`src/rtl/kl_pipe_pkg.sv`:
```
`default_nettype none
// ============================================================================
//  Module      : kl_pipe_pkg
//  Description : Shared sizing defaults and forwarding-select encoding for the
//                pipeline hazard scoreboard.
//  Revision    : 1.0  initial release
// ============================================================================
package kl_pipe_pkg;

    localparam int DEPTH_DEFAULT = 6;
    localparam int REG_W_DEFAULT = 3;
    localparam int LAT_W_DEFAULT = 3;
    localparam int FWD_W         = 3;

    // Forwarding mux select codes, m1 is the youngest and highest priority.
    localparam logic [FWD_W-1:0] FWD_REGFILE = 3'd0;
    localparam logic [FWD_W-1:0] FWD_M1      = 3'd1;
    localparam logic [FWD_W-1:0] FWD_M2      = 3'd2;
    localparam logic [FWD_W-1:0] FWD_M3      = 3'd3;
    localparam logic [FWD_W-1:0] FWD_M4      = 3'd4;
    localparam logic [FWD_W-1:0] FWD_M5      = 3'd5;
    localparam logic [FWD_W-1:0] FWD_M6      = 3'd6;

    // Slot index (0-based) to select code.
    function automatic logic [FWD_W-1:0] fwd_slot_code(input int slot);
        return FWD_W'(slot + 1);
    endfunction

endpackage
`default_nettype wire

```
`src/rtl/hazard_scoreboard_lookup.sv`:
```
`default_nettype none
// ============================================================================
//  Module      : scoreboard_lookup
//  Description : Priority match of one source register against all in-flight
//                slots; reports forwarding select and whether the hit is busy.
//  Revision    : 1.0  initial release
// ============================================================================
module scoreboard_lookup
    import kl_pipe_pkg::*;
#(
    parameter int DEPTH = DEPTH_DEFAULT,
    parameter int REG_W = REG_W_DEFAULT,
    parameter int LAT_W = LAT_W_DEFAULT
) (
    input  logic [DEPTH-1:0]       slot_valid,
    input  logic [DEPTH*REG_W-1:0] slot_dst,
    input  logic [DEPTH*LAT_W-1:0] slot_cnt,
    input  logic [REG_W-1:0]       src,
    input  logic                   src_used,
    output logic [FWD_W-1:0]       sel,
    output logic                   busy
);

    // Walk oldest to youngest so the youngest match is the one left standing.
    always_comb begin
        sel  = FWD_REGFILE;
        busy = 1'b0;
        for (int k = DEPTH - 1; k >= 0; k--) begin
            if (src_used && slot_valid[k] && (slot_dst[k*REG_W +: REG_W] == src)) begin
                sel  = fwd_slot_code(k);
                busy = |slot_cnt[k*LAT_W +: LAT_W];
            end
        end
    end

endmodule
`default_nettype wire

```
`src/rtl/hazard_scoreboard.sv`:
```
`default_nettype none
// ============================================================================
//  Module      : hazard_scoreboard
//  Description : In-flight result tracker producing stall and forwarding
//                selects for two source operands of the decode stage.
//  Revision    : 1.0  initial release
// ============================================================================
module hazard_scoreboard
    import kl_pipe_pkg::*;
#(
    parameter int DEPTH = DEPTH_DEFAULT,
    parameter int REG_W = REG_W_DEFAULT,
    parameter int LAT_W = LAT_W_DEFAULT
) (
    input  logic                   clk,
    input  logic                   rst_n,
    input  logic                   issue_valid,
    input  logic                   issue_wr,
    input  logic [REG_W-1:0]       issue_dst,
    input  logic [LAT_W-1:0]       issue_lat,
    input  logic [REG_W-1:0]       src_a,
    input  logic [REG_W-1:0]       src_b,
    input  logic                   src_a_used,
    input  logic                   src_b_used,
    input  logic                   flush,
    output logic                   issue_accept,
    output logic                   stall,
    output logic [FWD_W-1:0]       fwd_sel_a,
    output logic [FWD_W-1:0]       fwd_sel_b,
    output logic [DEPTH-1:0]       m_write,
    output logic [DEPTH*REG_W-1:0] m_num,
    output logic [7:0]             stall_count
);

    localparam logic [LAT_W-1:0] c_max_cnt = LAT_W'(DEPTH - 1);

    logic [DEPTH-1:0]       r_valid;
    logic [DEPTH*REG_W-1:0] r_dst;
    logic [DEPTH*LAT_W-1:0] r_cnt;
    logic [7:0]             r_stall_count;

    logic [DEPTH-1:0]       w_valid_nxt;
    logic [DEPTH*REG_W-1:0] w_dst_nxt;
    logic [DEPTH*LAT_W-1:0] w_cnt_nxt;
    logic [LAT_W-1:0]       w_lat_clip;
    logic                   w_busy_a;
    logic                   w_busy_b;
    logic                   w_stall;
    logic                   w_accept;

    scoreboard_lookup #(
        .DEPTH (DEPTH),
        .REG_W (REG_W),
        .LAT_W (LAT_W)
    ) u_lookup_a (
        .slot_valid (r_valid),
        .slot_dst   (r_dst),
        .slot_cnt   (r_cnt),
        .src        (src_a),
        .src_used   (src_a_used),
        .sel        (fwd_sel_a),
        .busy       (w_busy_a)
    );

    scoreboard_lookup #(
        .DEPTH (DEPTH),
        .REG_W (REG_W),
        .LAT_W (LAT_W)
    ) u_lookup_b (
        .slot_valid (r_valid),
        .slot_dst   (r_dst),
        .slot_cnt   (r_cnt),
        .src        (src_b),
        .src_used   (src_b_used),
        .sel        (fwd_sel_b),
        .busy       (w_busy_b)
    );

    assign w_stall    = issue_valid & (w_busy_a | w_busy_b);
    assign w_accept   = issue_valid & ~w_stall & ~flush;
    assign w_lat_clip = (issue_lat > c_max_cnt) ? c_max_cnt : issue_lat;

    // m1 takes the newly accepted instruction, or a bubble.
    assign w_valid_nxt[0]           = w_accept & issue_wr;
    assign w_dst_nxt[REG_W-1:0]     = w_accept ? issue_dst  : '0;
    assign w_cnt_nxt[LAT_W-1:0]     = w_accept ? w_lat_clip : '0;

    generate
        for (genvar k = 1; k < DEPTH; k++) begin : g_shift
            logic [LAT_W-1:0] w_prev_cnt;

            assign w_prev_cnt = r_cnt[(k-1)*LAT_W +: LAT_W];
            assign w_cnt_nxt[k*LAT_W +: LAT_W] =
                (w_prev_cnt == '0) ? '0 : w_prev_cnt - LAT_W'(1);
            assign w_dst_nxt[k*REG_W +: REG_W] = r_dst[(k-1)*REG_W +: REG_W];

            // A branch redirect kills the instruction currently sitting in m1.
            if (k == 1) begin : g_kill
                assign w_valid_nxt[k] = r_valid[k-1] & ~flush;
            end else begin : g_pass
                assign w_valid_nxt[k] = r_valid[k-1];
            end
        end
    endgenerate

    always_ff @(posedge clk or negedge rst_n) begin
        if (!rst_n) begin
            r_valid       <= '0;
            r_dst         <= '0;
            r_cnt         <= '0;
            r_stall_count <= '0;
        end else begin
            r_valid <= w_valid_nxt;
            r_dst   <= w_dst_nxt;
            r_cnt   <= w_cnt_nxt;
            if (w_stall && (r_stall_count != 8'hFF)) begin
                r_stall_count <= r_stall_count + 8'd1;
            end
        end
    end

    assign stall        = w_stall;
    assign issue_accept = w_accept;
    assign m_write      = r_valid;
    assign m_num        = r_dst;
    assign stall_count  = r_stall_count;

endmodule
`default_nettype wire

```
`config.mk`:
```
export PLATFORM = sky130hd
export DESIGN_NAME = hazard_scoreboard
export DESIGN_NICKNAME = d
export VERILOG_FILES = /design/src/rtl/kl_pipe_pkg.sv /design/src/rtl/hazard_scoreboard_lookup.sv /design/src/rtl/hazard_scoreboard.sv
export SDC_FILE = /design/constraint.sdc
export NUM_CORES = 1
export LEC_CHECK = 0
export CELL_PAD_IN_SITES_DETAIL_PLACEMENT = 0
export CELL_PAD_IN_SITES_GLOBAL_PLACEMENT = 1
export CORE_UTILIZATION = 39
export DETAILED_ROUTE_END_ITERATION = 16
export PLACE_DENSITY_LB_ADDON = 0.1
export SLEW_MARGIN = 20
export SYNTH_ARGS = -nofsm -noshare
export SYNTH_HDL_FRONTEND = slang
export SYNTH_SLANG_ARGS = --single-unit
```
`constraint.sdc`:
```
create_clock -name clk -period 4.4 [get_ports clk]
set_input_delay 0.88 -clock clk [delete_from_list [all_inputs] [get_ports clk]]
set_output_delay 0.88 -clock clk [all_outputs]
set_load 0.03 [all_outputs]
```
# --- Word level (Yosys, flattened, before mapping) ---
# Cells that the tools add are included.
# Widths: inputs -> output; s select.
classes:
  n_addsub: 6
  magnitude_cmp: 1
  mux: 32
  n_reduce_logical: 36
  n_eq_ne: 13
  bitwise: 8
op_table:
  columns: ["cell", "n"]
  rows:
  - ["$mux 3", 20]
  - ["$eq 3x3->1", 12]
  - ["$logic_and 1x1->1", 25]
  - ["$reduce_or 3->1", 6]
  - ["$logic_not 3->1", 5]
  - ["$sub 3x1->3 const B", 5]
  - ["$mux 1", 12]
  - ["$add 8x1->8 const B", 1]
  - ["$ne 8x8->1 const B", 1]
  - ["$and 1x1->1", 5]
  - ["$gt 3x3->1 const B", 1]
  - ["$not 1->1", 2]
  - ["$or 1x1->1", 1]
word_totals:
  input_bits: 19
  out_inout_bits: 40
  reg_bits: 50

# --- Depth between registers and ports, before layout ---
logic_depth:
  word_depth: 14
  depth_mapped: 9
  mapped_depth_nobuf: 9

# --- Modules after synthesis ---
# A second synthesis with hierarchy kept.
unflattened:
  cells_unflattened: 255
  area_unflattened_um2: 2692.6
modules_own_cells:
  columns: ["module", "cells_each", "area_each_um2", "n_inst"]
  rows:
  - ["hazard_scoreboard", 149, 1944.4, 1]
  - ["scoreboard_lookup", 53, 374.1, 2]

# --- Worst setup path before layout ---
# Ideal clock, no wire load.
synth_timing:
  path_kind: "input to output"
  start: "input src_a[2]"
  end: "output fwd_sel_a[2]"
  path_slack_ns: 0.195
  t_arrival_ns: 3.325
  path_buffers: 1
  cell_stages: 5
  path_cell_list: "buf_2 -> xor2_1 -> nor4_1 -> nor2_1 -> a2111oi_0"
synth_via:
  elab_chain_len: 8
synth_lines:
  columns: ["element", "line", "text"]
  rows:
  - ["from (decl)", "hazard_scoreboard.sv:21", "input logic [REG_W-1:0] src_a,"]
  - ["$eq 3x3->1", "hazard_scoreboard_lookup.sv:29", "if (src_used && slot_valid[k] && (slot_dst[k*REG_W +: REG_W] == src)) begin"]
  - ["$logic_and 1x1->1", "hazard_scoreboard_lookup.sv:29", null]
  - ["$mux 3 (5 in a row)", "hazard_scoreboard_lookup.sv:29", null]
  - ["$mux 3 *", "hazard_scoreboard_lookup.sv:29", null]
  - ["to (decl)", "hazard_scoreboard.sv:28", "output logic [FWD_W-1:0] fwd_sel_a,"]
# Mark *: on every way between the ends. The rest lies on a longest branch, timed or not.

# --- Final worst setup path ---
layout_timing:
  start: "input src_b[1]"
  end: "output issue_accept"
layout_via:
  elab_chain_len: 13
layout_lines:
  columns: ["element", "line", "text"]
  rows:
  - ["from (decl)", "hazard_scoreboard.sv:22", "input logic [REG_W-1:0] src_b,"]
  - ["$eq 3x3->1", "hazard_scoreboard_lookup.sv:29", null]
  - ["$logic_and 1x1->1", "hazard_scoreboard_lookup.sv:29", null]
  - ["$mux 1 (5 in a row)", "hazard_scoreboard_lookup.sv:29", null]
  - ["$mux 1 *", "hazard_scoreboard_lookup.sv:29", null]
  - ["$or 1x1->1 *", "hazard_scoreboard.sv:79", "assign w_stall = issue_valid & (w_busy_a | w_busy_b);"]
  - ["$and 1x1->1 *", "hazard_scoreboard.sv:79", null]
  - ["$not 1->1 *", "hazard_scoreboard.sv:80", "assign w_accept = issue_valid & ~w_stall & ~flush;"]
  - ["$and 1x1->1 * (2 in a row)", "hazard_scoreboard.sv:80", null]
  - ["to (decl)", "hazard_scoreboard.sv:26", "output logic issue_accept,"]
# Marks and branches as above.

==> results.json <==
{
  "cts_tree": "done",
  "crit_start": "src_b[1]",
  "fin_cells": 388,
  "cp_cell_sequence": "clkdlybuf4s50_1, xor2_1, or4_4, and4b_4, o41ai_4, nand3_1, nor3_2, buf_4",
  "seq_area_frac_synth_pct": 47.19,
  "setup_tns_ps": 0,
  "endpoint_kind": "output pin",
  "portBuffers": 58,
  "cellLeakagePower_nw": 1.597,
  "grt_max_degree": 51,
  "tightest_slew_ps": 618.4,
  "syn_area_per_cell_sq_um": 10.82,
  "dr.pass1.iters": 10,
  "synth_seq_cells": 50,
  "yosysWarnings": 0,
  "clockBufferDepth": 2,
  "path_clk_slew_ps": 80,
  "drtIter0Drc": 61,
  "fin_crit_sh_pct": 96.45,
  "synthToLayoutAreaGrowth_pct": 28.17,
  "antenna_found_initial": 0,
  "hpwl_um": 4547,
  "grt_remaining_overflow": 0,
  "insertion_delay_ps": 290,
  "antenna_cells": 0,
  "cts.htree.levels": 2,
  "worst_slack_ps": 156.2,
  "dieArea_sq_mm": 0.007132,
  "setup_viol": 0,
  "final_core_util_pct": 52.62,
  "hp-start": "r_cnt[9]",
  "synth_async_sr_flop_share_pct": 100.0,
  "finalHoldViolCount": 0,
  "grt_pass1_wl_um": 9370,
  "start_kind": "primary input",
  "max_stage_delay_ps": 540,
  "cts_root_buf": "clkbuf_8",
  "synth-edff-count": 0,
  "gp_congestion": 0.8876,
  "syn-cell-area_sq_mm": 0.002651,
  "ioPinCount": 59,
  "ir_drop_mv": 0.1491,
  "drive_gt1_share_pct": 15.43,
  "grt_use_total_pct": 17.42,
  "core_area_sq_mm": 0.006459,
  "violations": "design-rule violations",
  "synth_nets": 275,
  "start_util_pct": 41.05,
  "cts_num_sinks": 50,
  "fin_worst_skew_ps": 4.032,
  "final_cell_mix": "clkdlybuf4s50_1, dfrtp_1, xor2_1, buf_4, nand2_1",
  "netlist_instances": 245,
  "wl_per_cell_um": 14.77,
  "floorplan.rows": 29,
  "crit_path_top_delay_cell": "clkdlybuf4s50_1",
  "die_w_um": 84.45,
  "run_status": "complete, but fails checks",
  "numCtsBuffers": 5,
  "ant_nets": 0,
  "avgViaCountPerCell": 4.881,
  "dp_slack_ps": -81.13,
  "rsz0062_at_grt": "no",
  "maxCapViolations": 0,
  "path_class": "primary input to output pin",
  "drt-total-wl_um": 5731,
  "fp.dieH_um": 84.45,
  "critPathRequiredTime_ps": 3520,
  "synthFlopType": "dfrtp_1",
  "power.total_mw": 0.9400,
  "nets": 341,
  "power_density_mw_per_mm2": 276.6,
  "cp.arrival_ps": 3360,
  "drc_errors": 8,
  "fin_area_sq_mm": 0.003398,
  "final_common_cell": "clkdlybuf4s50_1",
  "hp-class": "flip-flop to flip-flop",
  "slew_headroom_pct": 58.77,
  "ys_types": 41,
  "fin_hold_ws_ps": 451.8,
  "worstPathMaxFanout": 4,
  "num_vias": 1894,
  "grt_pass1_vias": 1833,
  "max_freq_ghz": 0.2356,
  "cts_setup_buffers": 0,
  "period_needed_ps": 4244,
  "dpl.cell_count": 381,
  "dpl_cell_area_sq_mm": 0.003323,
  "maxSlewViolCount": 0,
  "worstReg2RegStart": "m_num[10]"
}
-- cell usage after synthesis (all sizes together) (2+ instances only) --
master	count	share of area, %
ha	11	5.2
nor4	12	3.1
dfrtp	50	47
a21oi	4	0.76
and2	6	1.5
nor3	3	0.76
nor2	15	2.1
mux2	3	1.4
nand2	18	2.5
or4	5	1.7
xor2	34	11
inv	13	1.8
o21ai	7	1.3
and3	4	0.94
a211oi	2	0.57
xnor2	8	2.6
buf	25	7.0
nand3	8	1.5
a2111oi	3	1.2
a31oi	2	1.0
-- cell families after synthesis --
logic type / after synthesis / share of synthesized area (%)
AOI/OAI and AO/OA: 23 / 7.173
muxes: 3 / 1.416
and+or+nand+nor: 78 / 16.33
DFF: 50 / 47.19
xor gates and xnor gates: 42 / 13.87
adders and majority gates: 11 / 5.191
buffers and inverters: 38 / 8.825
-- layout make-up --
type	count	area, sq um
clock buffers	7	76.32
fillers	614	3060
inverters	13	48.80
multi-input cells	157	1166
flip-flops and latches	50	1251
well taps	77	96.34
repair buffers	84	759.5
-- critical path: cells and delay by family --
family / cells / cell delay [ps]
compound gates: 1 / 360
buf+inv: 2 / 730
simple gates: 4 / 1160
xor+xnor: 1 / 230
-- state kept, by name (all words and copies together) (netlist names) --
| register | cells |
|---|---|
| m_num | 18 |
| r_cnt | 18 |
| m_write | 6 |
| stall_count | 8 |
-- path summary, 6_finish.rpt --
kind | endpoint | slack (ps) | depth (start not counted)
setup / recovery | issue_accept | 160 | 8
hold / removal | r_cnt[12] | 450 | 1
setup reg to reg | stall_count[4] | 1800 | 8
hold reg to reg | r_cnt[12] | 450 | 1
max in group asynchronous | stall_count[3] | 3300 | 2
min in group asynchronous | r_cnt[15] | 670 | 2
-- per-layer routing --
layer	GRT usage [%]	routed length [um]
met3	4.130	317
met5	0	0
met2	27.79	2749
met1	23.74	2615
met4	5.239	48
-- power breakdown --
part           switching, mW  total, mW  internal [mW]
sequential            0.0278      0.511          0.483
combinational          0.100      0.181         0.0815
clock                  0.138      0.248          0.110
total                  0.266      0.940          0.674
-- timing repair --
item,4_1_cts,5_1_grt
resized for setup,1,0
hold buffers,0,0
endpoints found under the setup margin,1,0
hold endpoints to repair,0,0
No activity file was read; power rests on OpenSTA's default activity.
